File: src/rtl/wb2apb_bridge.sv
// rtl/wb2apb_bridge.sv - Wishbone classic slave to APB4 master bridge
//
// Purpose:
//   Lets a Wishbone classic initiator reach APB peripherals. A registered
//   IDLE/SETUP/ACCESS/RESP state machine produces legal APB phases and returns
//   exactly one ack or err pulse per accepted WB cycle. An optional PREADY
//   timeout keeps a hung peripheral from stalling the bus.
//
// Ports:
//   PCLK, PRESETn          single clock, synchronous active-low reset
//   wb_cyc_i, wb_stb_i     WB request qualifiers
//   wb_we_i, wb_adr_i      WB direction and address
//   wb_dat_i, wb_sel_i     WB write data and byte selects
//   wb_dat_o               WB read data, valid with wb_ack_o
//   wb_ack_o, wb_err_o     WB completion pulses (one cycle each)
//   PADDR, PPROT, PSEL     APB address, protection (fixed 0), select
//   PENABLE, PWRITE        APB enable and direction
//   PWDATA, PSTRB          APB write data and write strobes
//   PREADY, PRDATA         APB ready and read data
//   PSLVERR                APB slave error

module wb2apb_bridge #(
  parameter int ADDR_WIDTH = 32,
  parameter int DATA_WIDTH = 32,
  parameter int TIMEOUT    = 16
) (
  input  logic                    PCLK,
  input  logic                    PRESETn,
  input  logic                    wb_cyc_i,
  input  logic                    wb_stb_i,
  input  logic                    wb_we_i,
  input  logic [ADDR_WIDTH-1:0]   wb_adr_i,
  input  logic [DATA_WIDTH-1:0]   wb_dat_i,
  input  logic [DATA_WIDTH/8-1:0] wb_sel_i,
  output logic [DATA_WIDTH-1:0]   wb_dat_o,
  output logic                    wb_ack_o,
  output logic                    wb_err_o,
  output logic [ADDR_WIDTH-1:0]   PADDR,
  output logic [2:0]              PPROT,
  output logic                    PSEL,
  output logic                    PENABLE,
  output logic                    PWRITE,
  output logic [DATA_WIDTH-1:0]   PWDATA,
  output logic [DATA_WIDTH/8-1:0] PSTRB,
  input  logic                    PREADY,
  input  logic [DATA_WIDTH-1:0]   PRDATA,
  input  logic                    PSLVERR
);

  localparam int SW = DATA_WIDTH / 8;
  // With TIMEOUT=0 the counter is unused by the timeout logic, but keep one bit
  // so the vector stays legal.
  localparam int CW = (TIMEOUT > 0) ? $clog2(TIMEOUT + 1) : 1;
  localparam logic [CW-1:0] CNT_LAST = (TIMEOUT > 0) ? CW'(TIMEOUT - 1) : '0;
  localparam logic [CW-1:0] CNT_MAX  = '1;

  typedef enum logic [1:0] {
    ST_IDLE   = 2'd0,
    ST_SETUP  = 2'd1,
    ST_ACCESS = 2'd2,
    ST_RESP   = 2'd3
  } state_t;

  state_t                state, state_d;
  logic [CW-1:0]         cnt, cnt_d;
  logic [ADDR_WIDTH-1:0] paddr_d;
  logic [DATA_WIDTH-1:0] pwdata_d, dat_d;
  logic [SW-1:0]         pstrb_d;
  logic                  pwrite_d, psel_d, penable_d, ack_d, err_d;
  logic                  timeout_hit;

  assign PPROT = 3'b000;

  assign timeout_hit = (TIMEOUT != 0) && (cnt == CNT_LAST);

  // Next-state and next-output decode; every output is then registered.
  always_comb begin
    state_d   = state;
    cnt_d     = cnt;
    paddr_d   = PADDR;
    pwdata_d  = PWDATA;
    pstrb_d   = PSTRB;
    pwrite_d  = PWRITE;
    psel_d    = PSEL;
    penable_d = PENABLE;
    dat_d     = wb_dat_o;
    ack_d     = 1'b0;
    err_d     = 1'b0;

    unique case (state)
      ST_IDLE: begin
        if (wb_cyc_i && wb_stb_i) begin
          paddr_d   = wb_adr_i;
          pwdata_d  = wb_dat_i;
          pwrite_d  = wb_we_i;
          pstrb_d   = wb_we_i ? wb_sel_i : '0;
          psel_d    = 1'b1;
          penable_d = 1'b0;
          cnt_d     = '0;
          state_d   = ST_SETUP;
        end
      end

      ST_SETUP: begin
        penable_d = 1'b1;
        state_d   = ST_ACCESS;
      end

      ST_ACCESS: begin
        if (PREADY) begin
          if (!PWRITE) begin
            dat_d = PRDATA;
          end
          // An initiator that abandoned the cycle gets no completion pulse.
          ack_d     = wb_cyc_i & ~PSLVERR;
          err_d     = wb_cyc_i &  PSLVERR;
          psel_d    = 1'b0;
          penable_d = 1'b0;
          state_d   = ST_RESP;
        end else if (timeout_hit) begin
          err_d     = wb_cyc_i;
          psel_d    = 1'b0;
          penable_d = 1'b0;
          state_d   = ST_RESP;
        end else if (cnt != CNT_MAX) begin
          cnt_d = cnt + 1'b1;
        end
      end

      ST_RESP: begin
        state_d = ST_IDLE;
      end

      default: begin
        state_d = ST_IDLE;
      end
    endcase
  end

  always_ff @(posedge PCLK) begin
    if (!PRESETn) begin
      state    <= ST_IDLE;
      cnt      <= '0;
      PADDR    <= '0;
      PWDATA   <= '0;
      PSTRB    <= '0;
      PWRITE   <= 1'b0;
      PSEL     <= 1'b0;
      PENABLE  <= 1'b0;
      wb_dat_o <= '0;
      wb_ack_o <= 1'b0;
      wb_err_o <= 1'b0;
    end else begin
      state    <= state_d;
      cnt      <= cnt_d;
      PADDR    <= paddr_d;
      PWDATA   <= pwdata_d;
      PSTRB    <= pstrb_d;
      PWRITE   <= pwrite_d;
      PSEL     <= psel_d;
      PENABLE  <= penable_d;
      wb_dat_o <= dat_d;
      wb_ack_o <= ack_d;
      wb_err_o <= err_d;
    end
  end

endmodule

File: config.mk
export PLATFORM = sky130hd
export DESIGN_NAME = wb2apb_bridge
export DESIGN_NICKNAME = d
export VERILOG_FILES = /design/src/rtl/wb2apb_bridge.sv
export SDC_FILE = /design/constraint.sdc
export NUM_CORES = 1
export LEC_CHECK = 0
export ABC_AREA = 1
export BUFFER_PORTS_ARGS = -buffer_cell sky130_fd_sc_hd__buf_4
export CORE_MARGIN = 2
export CORE_UTILIZATION = 34
export DETAILED_ROUTE_END_ITERATION = 8
export PLACE_DENSITY = 0.6
export SETUP_SLACK_MARGIN = 0.4
export SLEW_MARGIN = 25
export SYNTH_ARGS = -nofsm -noshare
export SYNTH_HDL_FRONTEND = slang
export SYNTH_SLANG_ARGS = --single-unit
File: constraint.sdc
create_clock -name PCLK -period 1.8 [get_ports PCLK]
set_input_delay 0.27 -clock PCLK [delete_from_list [all_inputs] [get_ports PCLK]]
set_output_delay 0.27 -clock PCLK [all_outputs]
set_load 0.005 [all_outputs]
## Yosys cells after proc, flatten, opt, wreduce, memory -nomap -nowiden

Cells that the tools add are included.

| storage, ports and cells | value |
|---|---|
| register bits | 112 |
| latch bits | 0 |
| memory bits (writable) | 0 |
| bits in read-only memories | 0 |
| input bits | 107 |
| output and inout bits | 108 |
| logic and storage cells | 56 |
| memories kept | 0 |

| cells by class | value |
|---|---|
| add/sub/neg operators | 1 |
| multipliers | 0 |
| divide/modulo/power cells | 0 |
| $lt $le $gt $ge | 0 |
| equality and inequality tests | 10 |
| shifts and indexed selects | 0 |
| multiplexer cells | 18 |
| bitwise gates (word level) | 4 |
| reductions and logical operators | 12 |

Operator list:

| operator | count |
|---|---|
| 2-to-1 mux 5 bit | 4 |
| AND reduction 3 bit | 4 |
| case mux 5 bit (2 select lines) | 1 |
| inequality test 2 bit, second input constant | 4 |
| case mux 2 bit (4 select lines) | 1 |
| 2-to-1 mux 1 bit | 6 |
| 2-to-1 mux 2 bit | 3 |
| AND reduction 2 bit | 3 |
| adder 5 x 1 -> 5 bit, second input constant | 1 |
| equality test 5 x 4 -> 1 bit, second input constant | 1 |
| inequality test 5 bit, second input constant | 1 |
| AND reduction 5 bit | 1 |
| equality test 2 bit, second input constant | 2 |
| 2-to-1 mux 4 bit | 1 |
| inequality test 3 bit, second input constant | 1 |
| case mux 1 bit (3 select lines) | 1 |
| nonzero test 3 bit | 1 |
| bitwise AND 1 bit | 2 |
| equality test 2 x 1 -> 1 bit, second input constant | 1 |
| zero test 2 bit | 1 |
| inverter 1 bit | 2 |
| case mux 1 bit (2 select lines) | 1 |
| nonzero test 2 bit | 1 |
| logical AND 1 bit | 1 |

## Longest topological paths before layout

| depth | value |
|---|---|
| depth after elaboration | 5 |
| depth in mapped cells | 12 |
| mapped depth without buffers | 12 |

## Least setup slack after synthesis

OpenSTA, ideal clock, no wires.

| timing path | value |
|---|---|
| kind | register to register |
| from | register cnt[0] |
| to | register cnt[2] |
| library setup time | 109 ps |
| arrival | 1393 ps |
| required time | 1691 ps |
| path slack | 299 ps |
| cell stages (with the launch flop) | 13 |
| buffers on the path | 0 |
| clock period less this slack | 1501 ps |
| cells stage by stage | dfxtp_1 -> ha_1 -> nand2_1 -> nor2_1 -> ha_1 -> nor2_1 -> nand2_1 -> nand2_1 -> nand2_1 -> nand2_1 -> nand2_1 -> nand2_1 -> inv_1 |

| on the way | value |
|---|---|
| cells in the longest elaborated chain, start to end | 5 |
| elaborated cells on any way between the ends | 10 |
| classes of those cells | add/sub: 1; eq/ne: 4; mux: 4; reduce/logical: 1 |

RTL lines:

| what | line | source |
|---|---|---|
| start: declaration | 65 | `logic [CW-1:0] cnt, cnt_d;` |
| start signal: assignment | 155 | `cnt <= cnt_d;` |
| adder 5 x 1 -> 5 bit | 126 | `cnt_d = cnt + 1'b1;` |
| 2-to-1 mux 5 bit | 125 | `end else if (cnt != CNT_MAX) begin` |
| 2-to-1 mux 5 bit | 120 | `end else if (timeout_hit) begin` |
| 2-to-1 mux 5 bit | 110 | `if (PREADY) begin` |
| case mux 5 bit (2 select lines) | 90 | `unique case (state)` |

Parallel ways exist; a longest one is shown, timed or not. The select of a mux whose other input is x is not followed.
A chain may end at the register's enable or synchronous reset.

## Final worst setup path

| timing path | value |
|---|---|
| from | register cnt[1] |
| to | register cnt[2] |

Same word-level chain as after synthesis.

==> results.md <==
| Result | Value |
| --- | --- |
| Crit-path max FO | 5 |
| Leakage | 3.07 nW |
| Flops & latches, synth | 112 |
| Count of buffers from port buffering | 211 |
| Std-Cell Core Area | 12000 um^2 |
| Insertion delay of the later-clocked pin in the worst-skew pair | 350 ps |
| Largest clock skew in the final design | 6.42 ps |
| Switching Power | 2.33 mW |
| First drt pass iteration count | 4 |
| Area of the die | 13200 um^2 |
| Cell at the root of the clock tree | clkbuf_16 |
| Power share of the clock group | 0.284 |
| Post-placement worst setup slack | 203 ps |
| Commonest cells post-synth | nand2_1 (180), dfxtp_1 (112), nor2_1 (79) |
| Final antenna diode count | 0 |
| Cell type contributing the most total cell area after synthesis | dfxtp_1 |
| Sw Share | 0.303 |
| Die Height | 115 um |
| Total standard cell area after synthesis | 4170 um^2 |
| Share of layout cells above drive strength 1 | 0.413 |
| Post-Route WL | 13.3 mm |
| RSZ-0062 raised after global routing | true |
| Power share of the combinational group | 0.314 |
| Final cycle utilization of the critical path | 0.831 |
| Type of element capturing the critical path | flip-flop |
| Clock buffers created by TritonCTS | 9 |
| Number of placed instances with taps included | 882 |
| Worst Hold Path EP | wb_dat_o[4]$_SDFFE_PN0P_ |
| Largest net degree at the start of global routing | 43 |
| Number of violations of the max-capacitance limit | 0 |
| Worst setup path category | flip-flop to flip-flop |
| DR DRC count | 0 |
| Clock tree from TritonCTS | yes |
| WL per Instance | 14.6 um |
| Setup slack, reg-to-reg | 300 ps |
| Sequential cell fraction of total power | 0.402 |
| Power density over the cells | 1130 nW/um^2 |
| Number of antenna violations at the first check in global routing | 0 |
| Worst hold margin | 127 ps |
| Vias in the first global route | 3886 |
| Final Wtd Congestion | 0.773 |
| Vias per std cell | 4.69 |
| Final count of negative-setup-slack endpoints | 0 |
| Distinct cell type count of the synthesized netlist | 20 |
| Most common cell in the synthesized netlist | nand2_1 |
| Area delta synth->final | 63.1% |
| Number of enable-type register cells in the synthesized netlist | 0 |
| Total GRT Usage | 0.178 |
| Number of placement rows | 40 |
| Antenna violation net count after detailed routing | 0 |
| Synth area leaders | dfxtp_1 (54%), nand2_1 (16%), a21oi_1 (8.8%) |
| Start of the worst register-to-register path | cnt[1]$_SDFFE_PN0P_ |
| R2R Path End | cnt[2]$_SDFFE_PN0P_ |
| Yosys top cell area share | 0.538 |
| Number of instances in the synthesized netlist | 548 |
| Sequential area share after synthesis | 0.538 |
| Required time reported for the critical path endpoint | 2060 ps |
| Maximum resistive drop on vdd | 575 uV |
| Final hold vios | 0 |
| Synthesis Warnings | 0 |
| I/O pin count | 215 |
| Leftover overflow at the end of global routing | 0 |
| Count of final max-slew check failures | 0 |
| H-tree level count | 3 |
| Post-route setup TNS | 0 ps |
| Syn_area_per_cell | 7.60 um^2 |
| Minimum clock period after layout | 1500 ps |
| Starting DRC count in detailed routing | 214 |
| Result of the run | completed |
| Clock edge transition at the registers on the reported setup and hold paths | 70 ps |
| Horizontal extent of the die | 115 um |
| Internal Power | 5.36 mW |
| Effective utilization at floorplan | 0.347 |
| Number of buffers on the longest clock path | 2 |
| Total clock sinks | 112 |
| Worst-case setup margin in the final layout | 304 ps |
| Number of non-filler instances in the completed layout | 913 |
| Total vias in the final route | 4284 |
| R2R cell count | 12 |
| Critical path data arrival time | 1750 ps |
| Hold depth | 3 |
| Post-layout nets | 876 |
| Class of the tightest hold or removal check | primary input to flip-flop |
| Most frequently used flop master after synthesis | dfxtp_1 |
| Critical path startpoint category | flip-flop |
| Fraction of registers with async set/reset | 0 |
| Detailed Place HPWL | 8.53 mm |
| Worst Hold Launch | PRDATA[4] |
| Maximum achievable frequency | 0.668 GHz |
| First-pass GRT wire length | 18.6 mm |
-- layout by cell type, fill, tap and decap left out, types with 12 or more instances in the layout --
master	n
nor2_4	24
nor2_1	44
nand2_1	170
o21ai_0	29
nor2_2	12
clkbuf_16	14
dfxtp_1	108
inv_1	12
buf_4	219
a21oi_1	71
-- state kept, by name (all words and copies together) (netlist names) --
signal,flops
PADDR,32
PWDATA,32
wb_dat_o,32
cnt,5
PSTRB,4
state,2
PENABLE,1
PSEL,1
PWRITE,1
wb_ack_o,1
wb_err_o,1
-- worst max path at each step --
| stage | depth (start not counted) | startpoint | slack, ps | endpoint |
|---|---|---|---|---|
| finish | 12 | cnt[1]$_SDFFE_PN0P_ | 300 | cnt[2]$_SDFFE_PN0P_ |
| global route | 8 | state[0]$_SDFFE_PN0P_ | 240 | wb_dat_o[24]$_SDFFE_PN0P_ |
| CTS | 11 | cnt[0]$_SDFFE_PN0P_ | 350 | cnt[1]$_SDFFE_PN0P_ |
| detailed placement | 10 | state[0]$_SDFFE_PN0P_ | 200 | cnt[0]$_SDFFE_PN0P_ |
| global placement | 10 | state[0]$_SDFFE_PN0P_ | 270 | cnt[3]$_SDFFE_PN0P_ |
| floorplan | 11 | cnt[0]$_SDFFE_PN0P_ | 400 | PENABLE$_SDFFE_PN0P_ |
-- layer usage --
metal / routed length [um] / global-route usage / up-vias
met5: 0 / 0 / -
met4: 286 / 0.0876 / 0
met3: 1120 / 0.0598 / 19
met2: 6590 / 0.291 / 156
met1: 5350 / 0.210 / 1959
li1: - / - / 2150
-- kinds of logic after synthesis --
family | synth area share
AO/OA/AOI/OAI | 0.129
adder cells (fa/ha/maj) | 0.0240
buffers and inverters | 0.0637
flip-flops | 0.538
other | 0.000900
AND/OR/NAND/NOR | 0.244
-- final cells by class --
| type | instances | area (um^2) |
|---|---|---|
| fillers | 1118 | 5220 |
| flip-flops and latches | 112 | 2250 |
| multi-input cells | 384 | 1990 |
| repair buffers | 235 | 1960 |
| clock buffers | 12 | 246 |
| well taps | 147 | 184 |
| inverters | 19 | 88.8 |
| clock inverters | 4 | 76.3 |
-- critical path, cell delays in order, from the launching register on --
cell and delay (ps):
dfxtp_2 340, ha_4 170, nand2_4 60, nor2_4 40, ha_4 160, nor2_4 130
nand2_1 70, nand2_2 100, nand2_4 90, nand2_2 70, nand2_1 60, nand2_1 60
inv_1 40
-- stage by stage --
step / instance area, um^2 / total power, mW / util
global placement: 5840 / 4.88 / 0.486
detailed placement: 5840 / 4.92 / 0.486
global route: 6800 / 8.11 / 0.566
floorplan: 4180 / 4.01 / -
CTS: 6300 / 7.29 / 0.524
finish: 6800 / 7.69 / 0.566
-- power groups by stage --
stage	registers [mW]	logic (mW)	clock network, mW
6_report	3.09	2.42	2.18
3_5_place_dp	3.11	1.82	0
5_1_grt	3.13	2.66	2.31
3_3_place_gp	3.09	1.79	0
4_1_cts	3.07	1.98	2.24
2_1_floorplan	3.12	0.897	0
-- timing repair --
| item | CTS | global route |
|---|---|---|
| pin swaps | 7 | 20 |
| buffers inserted | 3 | 5 |
| cloned | 0 | 7 |
| hold buffers | 0 | 0 |
| setup endpoints to repair | 110 | 109 |
| gates resized for setup | 34 | 84 |
No activity file was read; power rests on OpenSTA's default activity.
